$ cat src/rtl/ct_pkg.sv
// Shared definitions for the ct_down_counter slice: default width and an
// all-ones helper sized for any legal counter width.
package ct_pkg;

  localparam int CT_DEFAULT_WIDTH = 4;

  function automatic logic [31:0] ct_all_ones(input int width);
    logic [31:0] ones;
    ones = '0;
    for (int i = 0; i < 32; i++) begin
      if (i < width) ones[i] = 1'b1;
    end
    return ones;
  endfunction

endpackage

$ cat src/rtl/ct_tff.sv
// Single T flip-flop with asynchronous active-low clear; one per counter bit.
module ct_tff (
  input  logic clk,
  input  logic reset,
  input  logic t,
  output logic q
);

  always_ff @(posedge clk or negedge reset) begin
    if (!reset) q <= 1'b0;
    else        q <= q ^ t;
  end

endmodule

$ cat src/rtl/ct_down_counter.sv
// Free-running synchronous binary down counter built from T flip-flops that
// all share clk; a bit toggles once every bit below it has reached zero.
module ct_down_counter
  import ct_pkg::*;
#(
  parameter int WIDTH = CT_DEFAULT_WIDTH
) (
  input  logic             clk,
  input  logic             reset,
  output logic [WIDTH-1:0] q
);

  logic [WIDTH-1:0] t;

  // Toggle-enable chain: a borrow propagates upward through bits that are 0.
  assign t[0] = 1'b1;

  for (genvar i = 1; i < WIDTH; i++) begin : g_chain
    assign t[i] = t[i-1] & ~q[i-1];
  end

  for (genvar i = 0; i < WIDTH; i++) begin : g_bit
    ct_tff u_tff (
      .clk   (clk),
      .reset (reset),
      .t     (t[i]),
      .q     (q[i])
    );
  end

endmodule

$ cat config.mk
export PLATFORM = sky130hd
export DESIGN_NAME = ct_down_counter
export DESIGN_NICKNAME = d
export VERILOG_FILES = /design/src/rtl/ct_pkg.sv /design/src/rtl/ct_tff.sv /design/src/rtl/ct_down_counter.sv
export SDC_FILE = /design/constraint.sdc
export NUM_CORES = 1
export LEC_CHECK = 0
export CORE_AREA = 2 2 39 41
export DETAILED_ROUTE_END_ITERATION = 16
export DIE_AREA = 0 0 41 43
export SYNTH_ARGS = -nofsm -noshare
export SYNTH_HDL_FRONTEND = slang
export SYNTH_SLANG_ARGS = --single-unit
export TNS_END_PERCENT = 5
$ cat constraint.sdc
create_clock -name clk -period 1.39 [get_ports clk]
set_input_delay 0.139 -clock clk [delete_from_list [all_inputs] [get_ports clk]]
set_output_delay 0.139 -clock clk [all_outputs]
set_load 0.01 [all_outputs]
==> results.yml, run 1 <==
outcome:
  status: "complete, no violations"
global_route:
  globalRouteOverflowTotal: 0
  antenna_found_initial: 0
  grt_max_degree: 5
  grt_pass1_vias: 93
  grt_pass1_wl_um: 345
  track_usage_pct: 4.112
finish:
  largest_register: "g_bit.u_tff.q"
  nNetsFinal: 26
  largest_reg_flops: 4
  fillerInstances: 162
  reg_top3: "g_bit.u_tff.q: 4 flops"
  drive_above_1_share_pct: 15.00
  diodes: 0
  final_cell_mix: "inv_1, clkdlybuf4s50_1, dfrtp_1"
  stdcell_count: 36
  syn2layout_area_growth_pct: 34.25
synth:
  syn-cell-area_um2: 182.7
  yosys_warnings: 0
  syn_area_per_cell_um2: 11.42
  synth_seq_cells: 4
  ys_types: 5
  netlist_instances: 16
  seq_area_frac_synth_pct: 54.79
  syn-num-nets: 20
cts:
  clock_latency_ps: 230
  cts_sinks: 4
  cts.clk_slew.worst_paths_ps: 40
  cts_resized: 0
  postCtsSetupBuffers: 0
  max-clock-path-buffers: 2
  cts_max_level: 1
  cts_tree: "done"
  ctsRootBufferMaster: "clkbuf_4"
  cts_buffers: 3
  cts_hold_buf: 0
placement:
  io_buffers: 5
  dp.cells: 33
  place_ws_ps: 341.9
  routabilityCongestion: 0.4714
worst_setup_path:
  slowest_stage: "clkdlybuf4s50_1"
  timing.rr.end: "g_bit[3].u_tff.q$_DFF_PN0_"
  path_delay_family: "buffers and inverters"
  cp-startpoint: "g_bit[3].u_tff.q$_DFF_PN0_"
  critical_path.max_fanout: 2
  cp_data_arrival_time_ps: 1110
  startpoint_type: "register"
  r2r_slack_ps: 340
  r2r-start: "g_bit[0].u_tff.q$_DFF_PN0_"
  worstSetupPathDepth: 1
  path_class: "reg2out"
  critPathMaxStageDelay_ps: 540
  ff2ff_path_depth: 4
  path_buf_inv: 1
  required_ps: 1250
  cp-end-kind: "output port"
  path_cells: "clkdlybuf4s50_1"
timing:
  rsz0062_at_grt: "no"
  slew_violations: 0
  hold_violations: 0
  tightest_slew_ps: 184.6
  worst_hold_slack_ps: 112.1
  setup-tns-final_ps: 0
  finalClockSkew_ps: 2.680
  fmax_mhz: 799.3
  finalSetupViolCount: 0
  fin_crit_sh_pct: 90.00
  period_needed_ps: 1251
  slew_headroom_pct: 87.65
  setup_slack_ps: 139.0
route:
  vias: 101
  via_per_inst: 2.806
  drt_wl_total_um: 219
  postRouteAntennaNets: 0
  first_pass_iters: 1
  drt-wirelength-per-cell_um: 6.083
  drc: 0
  drt_iter0_markers: 0
floorplan:
  initial_utilization_pct: 13.20
  die_w_um: 41
  io-pin-count: 6
  core_area_mm2: 0.001384
  placementRows: 14
  die_y_um: 43
  dieArea_mm2: 0.001763
power_and_ir_drop:
  power_uw: 259.6
  power_density_mw_per_mm2: 1059
  power_leakage_nw: 0.1293
  ir_worst_vdd_mv: 0.1482
flow_run:
  drv_cap: 0
worst_hold_path:
  min_path_type: "in2async"
## worst max path at each step
stage                                       to  slack, ps
finish                                    q[3]        140
global route                              q[3]         90
CTS                                       q[3]        120
detailed placement  g_bit[3].u_tff.q$_DFF_PN0_        340
global placement    g_bit[3].u_tff.q$_DFF_PN0_        360
floorplan           g_bit[3].u_tff.q$_DFF_PN0_        390
## power by group
part	switching, mW	internal, mW
sequential	0	0.117
clock	0.0417	0.0962
combinational	0.00210	0.00250
## cells in the mapped netlist
cell type | count | area (um2)
xor2_1 | 1 | 8.760
buf_4 | 4 | 30.03
inv_1 | 5 | 18.77
ha_1 | 2 | 25.02
dfrtp_1 | 4 | 100.1
## layer usage
layer	wire length [um]	global-route usage, %	vias to the layer above
met5	0	0	-
met4	0	6.000	0
met3	49	6.283	0
met2	100	3.750	6
met1	69	2.564	45
li1	-	-	50
## logic make-up (layout without fill, tap and decap cells)
family     after synthesis  count (layout)  synth area share [%]
fa+ha+maj                2               2                 13.70
flops                    4               4                 54.80
buf+inv                  9              13                 26.71
xor+xnor                 1               1                 4.795
## worst reg2reg max path: cells and delay by family (launching register included)
family | cells | cell delay, ps
xor+xnor | 1 | 160
fa+ha+maj | 2 | 370
buf+inv | 1 | 60
flops | 1 | 330
## through the flow
step	instance area, um2	util [%]
floorplan	182.7	-
global placement	222.7	16.09
detailed placement	222.7	16.09
CTS	245.2	17.72
global route	245.2	17.72
finish	245.2	17.72
## area by class of cell
cell class	count	area, um2	area share, %
timing repair buffer	5	50.05	20.41
sequential	4	100.1	40.82
multi-input combinational	3	33.78	13.78
inverter	5	18.77	7.653
tap	16	20.02	8.163
clock buffer	3	22.52	9.184
Note: power is estimated with default switching activity, not from simulation.
==> run 2: changes to the inputs <==
- CTS_CLUSTER_DIAMETER: default -> 80
- CTS_CLUSTER_SIZE: default -> 40
==> results of run 2 <==
Final layout, timing and power as in run 1 (identical DEF).
